===== config.mk =====
export PLATFORM = sky130hd
export DESIGN_NAME = cmi_slot_responder
export DESIGN_NICKNAME = d
export VERILOG_FILES = /design/src/rtl/cmi_proto_pkg.sv /design/src/rtl/cmi_frame_parser.sv /design/src/rtl/cmi_slot_responder.sv
export SDC_FILE = /design/constraint.sdc
export NUM_CORES = 1
export LEC_CHECK = 0
export ABC_AREA = 0
export ABC_CLOCK_PERIOD_IN_PS = 2200
export BUFFER_PORTS_ARGS = -buffer_cell sky130_fd_sc_hd__clkbuf_2
export CORE_MARGIN = 1
export CORE_UTILIZATION = 52
export DETAILED_ROUTE_END_ITERATION = 8
export PLACE_DENSITY_LB_ADDON = 0.3
export SLEW_MARGIN = 20
export SYNTH_ARGS = -nofsm -noshare
export SYNTH_HDL_FRONTEND = slang
export SYNTH_SLANG_ARGS = --single-unit

===== constraint.sdc =====
create_clock -name clk -period 2.2 [get_ports clk]
set_clock_uncertainty 0.15 [all_clocks]
set_input_delay 0.22 -clock clk [delete_from_list [all_inputs] [get_ports clk]]
set_output_delay 0.22 -clock clk [all_outputs]
set_load 0.01 [all_outputs]

===== src/rtl/cmi_proto_pkg.sv =====
// ---------------------------------------------------------------------------
// cmi_proto_pkg
// Shared definitions for the CMI link slave endpoint: sync bytes, frame
// lengths, marker type codes, RX/TX state encodings, the latched answer
// packet and a helper that serialises that packet byte by byte.
// ---------------------------------------------------------------------------
package cmi_proto_pkg;

  localparam logic [7:0] SYNC_PKT = 8'hA5;
  localparam logic [7:0] SYNC_MRK = 8'h5A;
  localparam int         PKT_LEN  = 11;  // A5, HEAD, 8 data bytes, CHK
  localparam int         MRK_LEN  = 3;   // 5A, M, ~M
  localparam int         PKT_DATA_BYTES = 8;

  typedef enum logic [1:0] {
    MRK_BROADCAST = 2'b00,
    MRK_SLOT1     = 2'b01,
    MRK_SLOT2     = 2'b10,
    MRK_RESEND    = 2'b11
  } marker_type_e;

  typedef enum logic [2:0] {
    R_IDLE = 3'd0,
    R_PHDR = 3'd1,
    R_PDAT = 3'd2,
    R_PCHK = 3'd3,
    R_MB   = 3'd4,
    R_MCHK = 3'd5
  } rx_state_e;

  typedef enum logic [2:0] {
    T_IDLE  = 3'd0,
    T_GUARD = 3'd1,
    T_LOAD  = 3'd2,
    T_ACK   = 3'd3,
    T_DONE  = 3'd4
  } tx_state_e;

  // Answer packet contents captured when an own-slot marker is accepted.
  typedef struct packed {
    logic [7:0]  head;
    logic [15:0] d0;
    logic [15:0] d1;
    logic [15:0] d2;
    logic [15:0] d3;
  } pkt_s;

  // Byte idx of an outgoing packet; words go out big-endian, byte 10 is the
  // running checksum supplied by the caller.
  function automatic logic [7:0] pkt_byte(input pkt_s p, input logic [3:0] idx,
                                          input logic [7:0] chk);
    case (idx)
      4'd0:    return SYNC_PKT;
      4'd1:    return p.head;
      4'd2:    return p.d0[15:8];
      4'd3:    return p.d0[7:0];
      4'd4:    return p.d1[15:8];
      4'd5:    return p.d1[7:0];
      4'd6:    return p.d2[15:8];
      4'd7:    return p.d2[7:0];
      4'd8:    return p.d3[15:8];
      4'd9:    return p.d3[7:0];
      4'd10:   return chk;
      default: return 8'h00;
    endcase
  endfunction

endpackage


===== src/rtl/cmi_frame_parser.sv =====
// ---------------------------------------------------------------------------
// cmi_frame_parser
// Receive side of the CMI link. Decodes data packets (A5,HEAD,8 data,CHK)
// and marker frames (5A,M,~M) from the byte stream, with an inter-byte
// timeout that aborts a stalled frame.
// Ports:
//   clk, rst_n               clock, async active-low reset
//   rx_ena, rx_data          1-clk byte strobe and byte from the UART core
//   marker_st, marker_type   pulse per valid marker, held marker type
//   rx_head, rx_data0..3     held contents of the last good packet
//   rx_st                    pulse: good packet, held outputs updated
//   rx_fault                 pulse: checksum error, bad marker or timeout
// ---------------------------------------------------------------------------
module cmi_frame_parser
  import cmi_proto_pkg::*;
#(
  parameter int BYTE_TIMEOUT = 2048
) (
  input  logic        clk,
  input  logic        rst_n,
  input  logic        rx_ena,
  input  logic [7:0]  rx_data,
  output logic        marker_st,
  output logic [1:0]  marker_type,
  output logic [7:0]  rx_head,
  output logic [15:0] rx_data0,
  output logic [15:0] rx_data1,
  output logic [15:0] rx_data2,
  output logic [15:0] rx_data3,
  output logic        rx_st,
  output logic        rx_fault
);

  localparam int TW = $clog2(BYTE_TIMEOUT + 1);

  rx_state_e   state;
  logic [2:0]  cnt;       // data byte index inside R_PDAT
  logic [63:0] shift;     // data bytes, first received ends up in [63:56]
  logic [7:0]  head_q;
  logic [7:0]  acc;       // running XOR of HEAD..D3l
  logic [7:0]  mark_q;
  logic [TW-1:0] tmo;

  // NOTE: the shift/holding registers are reset as well, so a reset leaves
  // every output at 0 rather than at stale data from an aborted frame.
  always_ff @(posedge clk or negedge rst_n) begin
    if (!rst_n) begin
      state       <= R_IDLE;
      cnt         <= '0;
      shift       <= '0;
      head_q      <= '0;
      acc         <= '0;
      mark_q      <= '0;
      tmo         <= '0;
      marker_st   <= 1'b0;
      marker_type <= 2'b00;
      rx_head     <= '0;
      rx_data0    <= '0;
      rx_data1    <= '0;
      rx_data2    <= '0;
      rx_data3    <= '0;
      rx_st       <= 1'b0;
      rx_fault    <= 1'b0;
    end else begin
      // NOTE: non-blocking everywhere; the pulse defaults below are simply
      // overridden later in the block when a frame completes this edge.
      marker_st <= 1'b0;
      rx_st     <= 1'b0;
      rx_fault  <= 1'b0;

      if (rx_ena) begin
        tmo <= '0;
        case (state)
          R_IDLE: begin
            if (rx_data == SYNC_PKT)      state <= R_PHDR;
            else if (rx_data == SYNC_MRK) state <= R_MB;
          end
          R_PHDR: begin
            head_q <= rx_data;
            acc    <= rx_data;
            cnt    <= '0;
            state  <= R_PDAT;
          end
          R_PDAT: begin
            // Sync values are ordinary data once inside a frame.
            shift <= {shift[55:0], rx_data};
            acc   <= acc ^ rx_data;
            if (cnt == 3'(PKT_DATA_BYTES - 1)) state <= R_PCHK;
            else                              cnt   <= cnt + 3'd1;
          end
          R_PCHK: begin
            if (rx_data == acc) begin
              rx_st    <= 1'b1;
              rx_head  <= head_q;
              rx_data0 <= shift[63:48];
              rx_data1 <= shift[47:32];
              rx_data2 <= shift[31:16];
              rx_data3 <= shift[15:0];
            end else begin
              rx_fault <= 1'b1;
            end
            state <= R_IDLE;
          end
          R_MB: begin
            mark_q <= rx_data;
            state  <= R_MCHK;
          end
          R_MCHK: begin
            // M carries only a 2-bit type; anything in the upper bits or a
            // wrong complement is a corrupted marker.
            if (mark_q[7:2] == 6'd0 && rx_data == ~mark_q) begin
              marker_st   <= 1'b1;
              marker_type <= mark_q[1:0];
            end else begin
              rx_fault <= 1'b1;
            end
            state <= R_IDLE;
          end
          default: state <= R_IDLE;
        endcase
      end else if (state != R_IDLE) begin
        if (tmo == TW'(BYTE_TIMEOUT - 1)) begin
          rx_fault <= 1'b1;
          tmo      <= '0;
          state    <= R_IDLE;
        end else begin
          tmo <= tmo + 1'b1;
        end
      end
    end
  end

endmodule


===== src/rtl/cmi_slot_responder.sv =====
// ---------------------------------------------------------------------------
// cmi_slot_responder
// Slave endpoint of the CMI link. The frame parser decodes the master's byte
// stream; when a marker for this node's slot arrives and the transmitter is
// idle, the local words are latched and, after a guard time, sent back as
// one 11-byte data packet through the UART byte core handshake.
// Ports:
//   clk, rst_n               clock, async active-low reset
//   enable                   1 = answer own-slot markers
//   rx_ena, rx_data          received byte strobe and value
//   tx_busy                  byte core busy
//   tx_data, tx_enable       byte to send and its 1-clk launch strobe
//   data0..3_self            local words sampled at marker accept
//   marker_st, marker_type   marker pulse / held type
//   rx_head, rx_data0..3     held last good packet
//   rx_st, rx_fault          good packet / receive error pulses
//   slot_overrun             own marker dropped because TX was busy
//   tx_active                high from marker accept until the last byte
// ---------------------------------------------------------------------------
module cmi_slot_responder
  import cmi_proto_pkg::*;
#(
  parameter logic [1:0] SLOT_ID      = 2'b01,
  parameter int         GUARD_CLKS   = 16,
  parameter int         BYTE_TIMEOUT = 2048
) (
  input  logic        clk,
  input  logic        rst_n,
  input  logic        enable,
  input  logic        rx_ena,
  input  logic [7:0]  rx_data,
  input  logic        tx_busy,
  output logic [7:0]  tx_data,
  output logic        tx_enable,
  input  logic [15:0] data0_self,
  input  logic [15:0] data1_self,
  input  logic [15:0] data2_self,
  input  logic [15:0] data3_self,
  output logic        marker_st,
  output logic [1:0]  marker_type,
  output logic [7:0]  rx_head,
  output logic [15:0] rx_data0,
  output logic [15:0] rx_data1,
  output logic [15:0] rx_data2,
  output logic [15:0] rx_data3,
  output logic        rx_st,
  output logic        rx_fault,
  output logic        slot_overrun,
  output logic        tx_active
);

  localparam int GW = (GUARD_CLKS > 1) ? $clog2(GUARD_CLKS) : 1;

  cmi_frame_parser #(
    .BYTE_TIMEOUT (BYTE_TIMEOUT)
  ) u_parser (
    .clk         (clk),
    .rst_n       (rst_n),
    .rx_ena      (rx_ena),
    .rx_data     (rx_data),
    .marker_st   (marker_st),
    .marker_type (marker_type),
    .rx_head     (rx_head),
    .rx_data0    (rx_data0),
    .rx_data1    (rx_data1),
    .rx_data2    (rx_data2),
    .rx_data3    (rx_data3),
    .rx_st       (rx_st),
    .rx_fault    (rx_fault)
  );

  tx_state_e     tx_state;
  pkt_s          pkt;
  logic [5:0]    seq;
  logic [3:0]    idx;
  logic [7:0]    chk_acc;
  logic [GW-1:0] gcnt;
  logic [7:0]    cur_byte;
  logic          own_marker;

  assign own_marker = marker_st && (marker_type == SLOT_ID) && enable;
  assign cur_byte   = pkt_byte(pkt, idx, chk_acc);

  always_ff @(posedge clk or negedge rst_n) begin
    if (!rst_n) begin
      tx_state     <= T_IDLE;
      pkt          <= '0;
      seq          <= '0;
      idx          <= '0;
      chk_acc      <= '0;
      gcnt         <= '0;
      tx_data      <= '0;
      tx_enable    <= 1'b0;
      slot_overrun <= 1'b0;
      tx_active    <= 1'b0;
    end else begin
      tx_enable    <= 1'b0;
      slot_overrun <= 1'b0;

      // A marker for us while a packet is in flight is dropped, not queued.
      if (own_marker && tx_state != T_IDLE) slot_overrun <= 1'b1;

      case (tx_state)
        T_IDLE: begin
          if (own_marker) begin
            pkt.head  <= {seq, SLOT_ID};
            pkt.d0    <= data0_self;
            pkt.d1    <= data1_self;
            pkt.d2    <= data2_self;
            pkt.d3    <= data3_self;
            seq       <= seq + 6'd1;
            idx       <= '0;
            chk_acc   <= '0;
            gcnt      <= GW'(1);
            tx_active <= 1'b1;
            // T_LOAD itself costs one clock, so the guard state covers the
            // remaining GUARD_CLKS-1 clocks and the first byte launches
            // exactly GUARD_CLKS clocks after accept.
            tx_state  <= (GUARD_CLKS <= 1) ? T_LOAD : T_GUARD;
          end
        end
        T_GUARD: begin
          if (gcnt == GW'(GUARD_CLKS - 1)) tx_state <= T_LOAD;
          else                             gcnt     <= gcnt + 1'b1;
        end
        T_LOAD: begin
          if (!tx_busy) begin
            tx_enable <= 1'b1;
            tx_data   <= cur_byte;
            if (idx >= 4'd1 && idx <= 4'd9) chk_acc <= chk_acc ^ cur_byte;
            tx_state  <= T_ACK;
          end
        end
        T_ACK: begin
          if (tx_busy) tx_state <= T_DONE;
        end
        T_DONE: begin
          if (!tx_busy) begin
            if (idx == 4'(PKT_LEN - 1)) begin
              tx_active <= 1'b0;
              tx_state  <= T_IDLE;
            end else begin
              idx      <= idx + 4'd1;
              tx_state <= T_LOAD;
            end
          end
        end
        default: tx_state <= T_IDLE;
      endcase
    end
  end

endmodule


---- Word-level counts from Yosys, hierarchy flattened ----
Index checks and enable logic that the tools add are counted.
word-level totals
  flip-flop bits (word level) ............. 290
  latch bits .............................. 0
  bits in writable memories ............... 0
  memory bits (read-only) ................. 0
  input port bits ......................... 77
  output and inout port bits .............. 88
  logic and storage cells ................. 163
  memories kept ........................... 0
cells by class
  add/subtract/negate cells ............... 5
  $mul .................................... 0
  div/mod/pow operators ................... 0
  order comparisons ....................... 2
  equal/unequal tests ..................... 39
  shift operators ......................... 0
  muxes and demuxes ....................... 51
  bitwise operators ....................... 4
  reduce and logical (&&, ||, !) cells .... 32
operators by type and width
  cell                     count
  $pmux W8 S11             1
  $mux W12                 3
  $mux W3                  12
  $pmux W8 S2              2
  $mux W8                  3
  $mux W4                  5
  $ne A2 B2 Y1 const B     10
  $mux W1                  17
  $eq A4 B3 Y1 const B     4
  $eq A4 B4 Y1 const B     4
  $eq A8 B8 Y1             2
  $pmux W4 S2              2
  $reduce_and A4 Y1        4
  $xor A8 B8 Y8            2
  $pmux W3 S5              1
  $add A12 B1 Y12 const B  1
  $eq A12 B11 Y1 const B   1
  $eq A3 B2 Y1 const B     4
  $eq A3 B3 Y1 const B     4
  $pmux W3 S4              1
  $reduce_and A2 Y1        6
  $reduce_and A3 Y1        4
  $reduce_bool A2 Y1       6
  $add A4 B1 Y4 const B    2
  23 further kinds         32

---- Logic depth before layout (Yosys ltp) ----
Gate-level depths: netlist of the first run.
  word-level depth ........................ 6
  gate-level depth with buffers ........... 9
  depth with buffers taken out ............ 7

---- Hierarchy ----
From an unflattened synthesis of the first run, not the netlist that was laid out.
unflattened totals
  cell total of the unflattened synthesis .. 1,080
  area total of the unflattened synthesis .. 12,433.2 µm²
modules (own cells, without submodules)
  module              instances  cells an instance  area an instance (µm²)  seq. area each (µm²)
  cmi_frame_parser    1          522                7,488.4                 4,579.4
  cmi_slot_responder  1          558                4,944.7                 2,677.6

---- Worst setup path before layout of the first run ----
Ideal clock, no wire load.
  path kind ............................... reg-to-reg
  start point ............................. register idx[1]
  end point ............................... register chk_acc[3]
  library setup time ...................... 0.136 ns
  data arrival time ....................... 1.925 ns
  required time ........................... 1.914 ns
  path slack .............................. -0.011 ns
  stages on the path, launching flop included .. 9
  buffers on the path ..................... 1
  clock period less this slack ............ 2.211 ns
  cell sequence ........................... dfrtp_1 -> inv_1 -> ha_1 -> clkbuf_1 -> a222oi_1 -> nor2_1 -> a2111oi_0 -> or3_1 -> a21oi_1
on the way
  longest elaborated chain between the ends .. 6
  elaborated cells between the ends (all ways) .. 21
  classes of those cells .................. order compare: 2; eq/ne: 11; mux: 4; bitwise: 1; reduce/logical: 3
ends and longest elaborated chain
  what                                  line                       RTL
  start: declaration                    cmi_slot_responder.sv:75   logic [3:0] idx;
  start signal: assignment              cmi_slot_responder.sv:143  idx <= idx + 4'd1;
  $eq A4 B4 Y1 (tied with other cells)  cmi_proto_pkg.sv:52        case (idx)
  $pmux W8 S11                          cmi_proto_pkg.sv:52
  $xor A8 B8 Y8                         cmi_slot_responder.sv:130  if (idx >= 4'd1 && idx <= 4'd9) chk_acc <= chk_acc ^ cur_byte;
  $mux W8                               cmi_slot_responder.sv:130
  $mux W8                               cmi_slot_responder.sv:127  if (!tx_busy) begin
  $pmux W8 S2                           cmi_slot_responder.sv:103  case (tx_state)
  end signal: assignment                cmi_slot_responder.sv:130
  end: declaration                      cmi_slot_responder.sv:76   logic [7:0] chk_acc;
Parallel ways exist; a longest one is shown, timed or not. The select of a mux whose other input is x is not followed.
A chain may end at the register's enable or synchronous reset.

---- Final worst setup path of the first run ----
  start point ............................. register u_parser.acc[4]
  end point ............................... register u_parser.rx_data1[3]
on the way
  longest elaborated chain between the ends .. 2
ends and longest elaborated chain
  what                         line                    RTL
  start: declaration           cmi_frame_parser.sv:40  logic [7:0] acc;
  start signal: assignment     cmi_frame_parser.sv:80  acc <= rx_data;
  start signal: assignment     cmi_frame_parser.sv:87  acc <= acc ^ rx_data;
  $eq A8 B8 Y1                 cmi_frame_parser.sv:92  if (rx_data == acc) begin
  $reduce_and A3 Y1 (no line)  n/a
  end signal: assignment       cmi_frame_parser.sv:96  rx_data1 <= shift[47:32];
  end: declaration             cmi_frame_parser.sv:27  output logic [15:0] rx_data1,
Every way passes these cells.

==> flow_metrics.py, run 1 <==
metrics = {
    "synthesis": {
        "synth_fa_ha_area_share_pct": 1.01,
        "synth.most_common_cell": "dfrtp_1",
        "synth-seq-cells": 290,
        "synth_nets": 1194,
        "synth_compound_area_share_pct": 7.65,
        "synth_area_sq_mm": 0.0124,
        "synthTopCellsByCount": "dfrtp_1, nand2_1, mux2_2",
        "synth_flop_cell": "dfrtp_1",
        "synth_xor_area_share_pct": 1.91,
        "synthMuxAreaShare_pct": 13.5,
        "synth_top_family_by_area": "simple AND/OR/NAND/NOR gates",
        "yosysWarnings": 0,
        "synth_cell_types": 56,
        "yosys.area.top_type_share_pct": 58.7,
        "syn_area_per_cell_sq_um": 11.2,
        "synthCells": 1107,
        "synthArstFlopShare_pct": 100,
        "yosysSeqAreaShare_pct": 58.7,
        "synth_edf_count": 0,
        "synth_area_leaders": "dfrtp_1, mux2_2, nand2_1",
        "yosys.area_share.simple_pct": 14.3,
        "synth_top_cell_by_area": "dfrtp_1",
    },
    "route": {
        "first_iter_violations": 571,
        "vias": 9409,
        "wirelength_mm": 31.4,
        "avgRoutedWirePerCell_um": 18.1,
        "drc": 0,
        "final_antenna_net_count": 0,
        "first_pass_iters": 5,
        "viasPerCell": 5.41,
    },
    "sta": {
        "period_share_pct": 98.3,
        "rsz0062_at_grt": "true",
        "fin_ws_ns": 0.0384,
        "slew_headroom_pct": 63.8,
        "hold_viol_final": 0,
        "setup_viol": 0,
        "max_freq_mhz": 463,
        "hold_slack_ns": 0.0332,
        "min_period_ns": 2.16,
        "slew_viol_final": 0,
        "tightest_slew_ns": 0.539,
    },
    "clocking": {
        "cts.clk_slew.worst_paths_ns": 0.07,
        "cts_inserted_buffers": 29,
        "insertion_delay_ns": 0.56,
        "htreeDepth": 1,
        "clock_path_buffers": 3,
        "clkSinkCount": 290,
        "clock-root-buffer": "clkbuf_16",
        "cts_tree": "yes",
    },
    "setup_path": {
        "endpoint_kind": "flop",
        "timing_worst_setup_path_type": "reg2reg",
        "ff2ff_setup_slack_ns": 0.04,
        "r2r-start": "u_parser.acc[4]$_DFFE_PN0P_",
        "r2r_cells": 6,
        "worst_ep_arrival_time_ns": 2.45,
        "start_kind": "flop",
        "required_ns": 2.48,
        "critPathMaxFanout": 21,
        "rr_endpoint": "u_parser.rx_data1[3]$_DFFE_PN0P_",
    },
    "grt": {
        "overflow": 0,
        "grt_usage_pct": 25.8,
        "grt_pass1_vias": 9513,
        "antenna_found_initial": 0,
        "grt_pass1_wl_mm": 49.4,
        "grt_max_degree": 59,
    },
    "floorplan": {
        "die_y_um": 156,
        "initial_core_util_pct": 52.8,
        "ios": 165,
        "die_x_um": 156,
        "coreArea_sq_mm": 0.0234,
        "die-area_sq_mm": 0.0244,
        "row_count": 56,
    },
    "cells_and_area": {
        "regArea_sq_mm": 0.00726,
        "synthToLayoutAreaGrowth_pct": 30.4,
        "final_net_count": 1484,
        "multi_input_area_sq_mm": 0.00495,
        "fillers": 1692,
        "antenna_cells": 0,
        "drive_gt1_share_pct": 34.3,
        "postLayoutCellArea_sq_mm": 0.0161,
    },
    "place": {
        "place_congestion": 0.889,
        "port_buffers": 164,
        "dp_hpwl_mm": 20.4,
        "placed_cell_area_sq_mm": 0.0141,
        "post-place-ws_ns": -0.184,
    },
    "power_and_ir_drop": {
        "powerDensity_mw_per_mm2": 980,
        "p_leak_nw": 8.07,
        "vdd_ir_drop_max_mv": 0.750,
    },
    "flow_run": {
        "drv.max_cap_violation_count": 0,
    },
    "min_path": {
        "hold_path_class": "in2async",
    },
    "status": {
        "status": "finished clean",
    },
}
-- state kept, by name, indices dropped and copies added (netlist names), 4 cells and up --
register / count
u_parser.rx_data0: 16
u_parser.rx_data1: 16
u_parser.rx_data2: 16
u_parser.tmo: 12
chk_acc: 8
u_parser.mark_q: 8
seq: 6
u_parser.shift: 64
idx: 4
u_parser.head_q: 8
tx_data: 8
pkt: 71
gcnt: 4
u_parser.rx_head: 8
u_parser.rx_data3: 16
u_parser.acc: 8
-- per-stage QoR --
step | std cells | util, % | total power, mW | setup TNS, ns
after floorplan | 1107 | - | 8.67 | 0
after global placement | 1607 | 60.1 | 9.98 | -0.178
after detailed placement | 1607 | 60.1 | 10.1 | -3.33
after CTS | 1738 | 68.1 | 15.6 | 0
after global routing | 1739 | 68.9 | 16.5 | -2.98
final | 1739 | 68.9 | 15.8 | 0
-- timing repair --
| item | 4_1_cts | 5_1_grt |
|---|---|---|
| gates resized for setup | 10 | 42 |
| pin swaps | 1 | 9 |
| setup endpoints to repair | 83 | 88 |
| setup buffers | 1 | 0 |
| gates cloned | 0 | 1 |
| endpoints found under the hold margin | 372 | 0 |
| hold buffers | 76 | 0 |
-- placed cells by master, fill, tap and decap left out, types with 4 or more instances in the layout --
cell type      netlist  layout
dfrtp_1            290     289
nand2_1            275     273
clkbuf_2             0     163
mux2_2             146     143
dlygate4sd3_1        0      76
buf_4                8      68
nor2_1              38      36
a21oi_1             37      36
clkbuf_16            0      30
a22oi_1             26      25
o21ai_0             25      24
nand3_1             19      18
inv_1               19      17
xnor2_1             14      14
xor2_1              13      13
nor3_1              11      11
o22ai_1             13      11
buf_12               0      11
nand4_1              9       9
a22o_1               7       7
or3_1                7       7
nand3b_1             7       7
nor2b_1              6       6
ha_1                10       5
clkbuf_1            46       5
bufinv_16            0       5
clkbuf_8             0       5
clkinv_2             0       5
buf_6                0       5
o41ai_1              4       4
nand2b_1             5       4
a31oi_1              4       4
ha_4                 0       4
-- power breakdown --
part | switching, mW | total [mW] | internal [mW]
registers | 0.706 | 6.84 | 6.13
clock network | 2.12 | 5.32 | 3.20
logic | 1.82 | 3.64 | 1.82
total | 4.65 | 15.8 | 11.2
-- worst max-delay path, stage by stage, from the launching register on --
cell and delay (ns):
dfrtp_1 0.40, xnor2_1 0.15, nand3_1 0.10, nor4_2 0.34, and3_4 0.34, buf_12 0.20, mux2_2 0.35
-- kinds of logic (layout without fill, tap and decap cells) --
logic type,after synthesis,after routing
AOI/OAI and AO/OA,144,144
xor gates and xnor gates,27,27
adders and majority gates,10,10
buffers and inverters,85,398
DFF,290,290
muxes,149,149
and+or+nand+nor,402,402
-- layout make-up --
cell class	instances	area share (%)
flip-flops and latches	290	45.0
multi-input cells	732	30.7
clock buffers	39	5.04
clock inverters	15	1.41
well taps	319	2.47
inverters	19	0.458
repair buffers	325	14.9
-- worst max path at each step --
stage	from	end	slack [ns]
floorplan	u_parser.tmo[0]$_DFFE_PN0N_	u_parser.state[1]$_DFFE_PN0P_	0.02
global placement	idx[0]$_DFFE_PN0P_	chk_acc[4]$_DFFE_PN0P_	-0.1
detailed placement	idx[0]$_DFFE_PN0P_	chk_acc[4]$_DFFE_PN0P_	-0.18
CTS	idx[1]$_DFFE_PN0P_	chk_acc[4]$_DFFE_PN0P_	0.005
global route	idx[0]$_DFFE_PN0P_	chk_acc[6]$_DFFE_PN0P_	-0.06
finish	u_parser.acc[4]$_DFFE_PN0P_	u_parser.rx_data1[3]$_DFFE_PN0P_	0.04
-- metal layers --
metal	routed length, um	track usage, %	up-vias
met5	0	0	-
met4	1020	8.36	0
met1	13100	32.8	4641
li1	-	-	4384
met3	1780	4.42	74
met2	15500	44.6	310
No activity file was read; power rests on OpenSTA's default activity.
==> run 2, diff against run 1 <==
- BUFFER_PORTS_ARGS: -buffer_cell sky130_fd_sc_hd__clkbuf_2 -> -buffer_cell sky130_fd_sc_hd__buf_4
- GPL_TIMING_DRIVEN: unset -> 0
==> run 2 against run 1 <==
Net effect: the flow now finishes with violations (DRC, setup timing); clock power shrank 2%; wire length grew 2.9%; worst hold slack gained 0.0057 ns; non-clock buffer count shrank 9; critical path type unchanged.
==> flow_metrics.py, run 2 (synthesis gave the netlist of run 1 again) <==
metrics = {
    "grt": {
        "overflow": 0,
        "grt_pass1_wl_mm": 50.4,
        "grt_max_degree": 100,
        "grt_pass1_vias": 9647,
        "grt_usage_pct": 26.6,
        "antenna_found_initial": 0,
    },
    "route": {
        "avgRoutedWirePerCell_um": 18.7,
        "wl_met2_mm": 15.8,
        "viasPerCell": 5.48,
        "drc": 1,
        "routed.top_layer": "met4",
        "met3_length_mm": 2.21,
        "wl_met1_mm": 13.0,
        "final_antenna_net_count": 0,
        "first_iter_violations": 696,
        "first_pass_iters": 7,
        "vias": 9486,
        "wirelength_mm": 32.3,
    },
    "setup_path": {
        "start_kind": "flop",
        "required_ns": 2.47,
        "r2r-start": "idx[0]$_DFFE_PN0P_",
        "critPathMaxFanout": 5,
        "endpoint_kind": "flop",
        "crit_start": "idx[0]$_DFFE_PN0P_",
        "timing_worst_setup_path_type": "reg2reg",
        "worst_ep_arrival_time_ns": 2.50,
    },
    "min_path": {
        "hold_path_class": "in2reg",
        "min-delay-start": "rx_data[1]",
    },
    "clocking": {
        "cts_tree": "yes",
        "clkSinkCount": 290,
        "clock-root-buffer": "clkbuf_16",
        "insertion_delay_ns": 0.56,
        "cts_inserted_buffers": 30,
        "htreeDepth": 1,
        "clock_path_buffers": 3,
        "cts.clk_slew.worst_paths_ns": 0.06,
    },
    "cells_and_area": {
        "largest_register_ffs": 71,
        "final_net_count": 1476,
        "drive_gt1_share_pct": 32.8,
        "postLayoutCellArea_sq_mm": 0.0165,
        "mostFrequentLayoutCells": "dfrtp_1, nand2_1, buf_4",
        "fillers": 1671,
        "synthToLayoutAreaGrowth_pct": 33.1,
        "largest_register": "pkt",
        "final_common_cell": "dfrtp_1",
        "antenna_cells": 0,
        "fin_util_pct": 70.3,
        "top_regs": "pkt x71, u_parser.shift x64",
        "fin_cells": 1731,
    },
    "power_and_ir_drop": {
        "comb_power_share_pct": 23.8,
        "vdd_ir_drop_max_mv": 0.674,
        "power.total_mw": 15.8,
        "powerDensity_mw_per_mm2": 959,
        "swShare_pct": 30.0,
        "seqPwrFrac_pct": 43.2,
        "p_leak_nw": 8.05,
        "p_int_mw": 11.1,
        "p_clk_share_pct": 32.9,
        "p_switching_mw": 4.73,
    },
    "floorplan": {
        "ios": 165,
        "coreArea_sq_mm": 0.0234,
        "die-area_sq_mm": 0.0244,
        "die_x_um": 156,
        "row_count": 56,
        "die_y_um": 156,
        "initial_core_util_pct": 52.8,
    },
    "place": {
        "port_buffers": 155,
        "placed_cell_area_sq_mm": 0.0140,
        "dp_hpwl_mm": 20.8,
        "post-place-ws_ns": -0.715,
        "place_congestion": 0.946,
        "placed_cells": 1584,
    },
    "flow_run": {
        "drv.max_cap_violation_count": 0,
    },
    "sta": {
        "min_period_ns": 2.22,
        "slew_headroom_pct": 50.2,
        "period_share_pct": 101,
        "slew_viol_final": 0,
        "hold_viol_final": 0,
        "rsz0062_at_grt": "true",
        "setup_viol": 27,
        "max_freq_mhz": 450,
        "fin_ws_ns": -0.0216,
        "tightest_slew_ns": 0.737,
    },
    "status": {
        "status": "finished with violations",
        "violations": "DRC, setup timing",
    },
}
## run 2: power by group through the flow
stage | logic [mW] | clock network [mW] | registers (mW)
2_1_floorplan | 1.98 | 0 | 6.68
4_1_cts | 3.40 | 5.28 | 6.79
5_1_grt | 4.06 | 5.50 | 6.93
3_3_place_gp | 2.79 | 0 | 6.83
6_report | 3.76 | 5.20 | 6.83
3_5_place_dp | 2.93 | 0 | 6.88
## run 2: per-stage QoR
stage,setup TNS (ns),hold slack (ns)
finish,-0.209,0.0389
CTS,-0.00221,0.0132
global placement,-551.29,0.261
global route,-5.00,0.0851
detailed placement,-44.32,-0.113
floorplan,0,-0.226
## run 2: final timing paths
kind	to	slack (ns)	cells after the start
worst min-delay path	u_parser.acc[1]$_DFFE_PN0P_	0.04	3
min in group asynchronous	pkt[9]$_DFFE_PN0P_	0.14	3
worst max register to register	tx_data[3]$_DFFE_PN0P_	-0.02	8
worst min register to register	u_parser.head_q[0]$_DFFE_PN0P_	0.32	2
worst max-delay path	tx_data[3]$_DFFE_PN0P_	-0.02	8
max in group asynchronous	u_parser.rx_data1[1]$_DFFE_PN0P_	0.93	4
## run 2: layout make-up
| cell class | instances | area [sq um] | area share (%) |
|---|---|---|---|
| Clock inverter | 15 | 191 | 1.16 |
| Multi-Input combinational cell | 732 | 5100 | 31.0 |
| Sequential cell | 290 | 7260 | 44.1 |
| Buffer | 63 | 422 | 2.56 |
| Timing Repair Buffer | 253 | 2180 | 13.2 |
| Tap cell | 319 | 399 | 2.42 |
| Inverter | 19 | 77.6 | 0.471 |
| Clock buffer | 40 | 828 | 5.03 |
## run 2: worst max-delay path, cell delays in order (launching register included)
cell,delay (ns)
dfrtp_2,0.45
buf_6,0.13
ha_4,0.18
buf_8,0.14
a222oi_1,0.36
nor2_1,0.13
a2111oi_4,0.32
buf_4,0.19
a21oi_2,0.04
## run 2: routing by layer
layer / vias to the layer above / GRT usage, %
li1: 4374 / -
met1: 4664 / 33.4
met4: 0 / 10.9
met2: 362 / 44.9
met5: - / 0
met3: 86 / 5.33
## run 2: timing repair
action,4_1_cts,5_1_grt
cloned,2,0
setup buffers,10,5
endpoints found under the setup margin,195,165
pin swaps,14,19
hold endpoints to repair,288,0
gates resized for setup,67,75
hold buffers,78,0
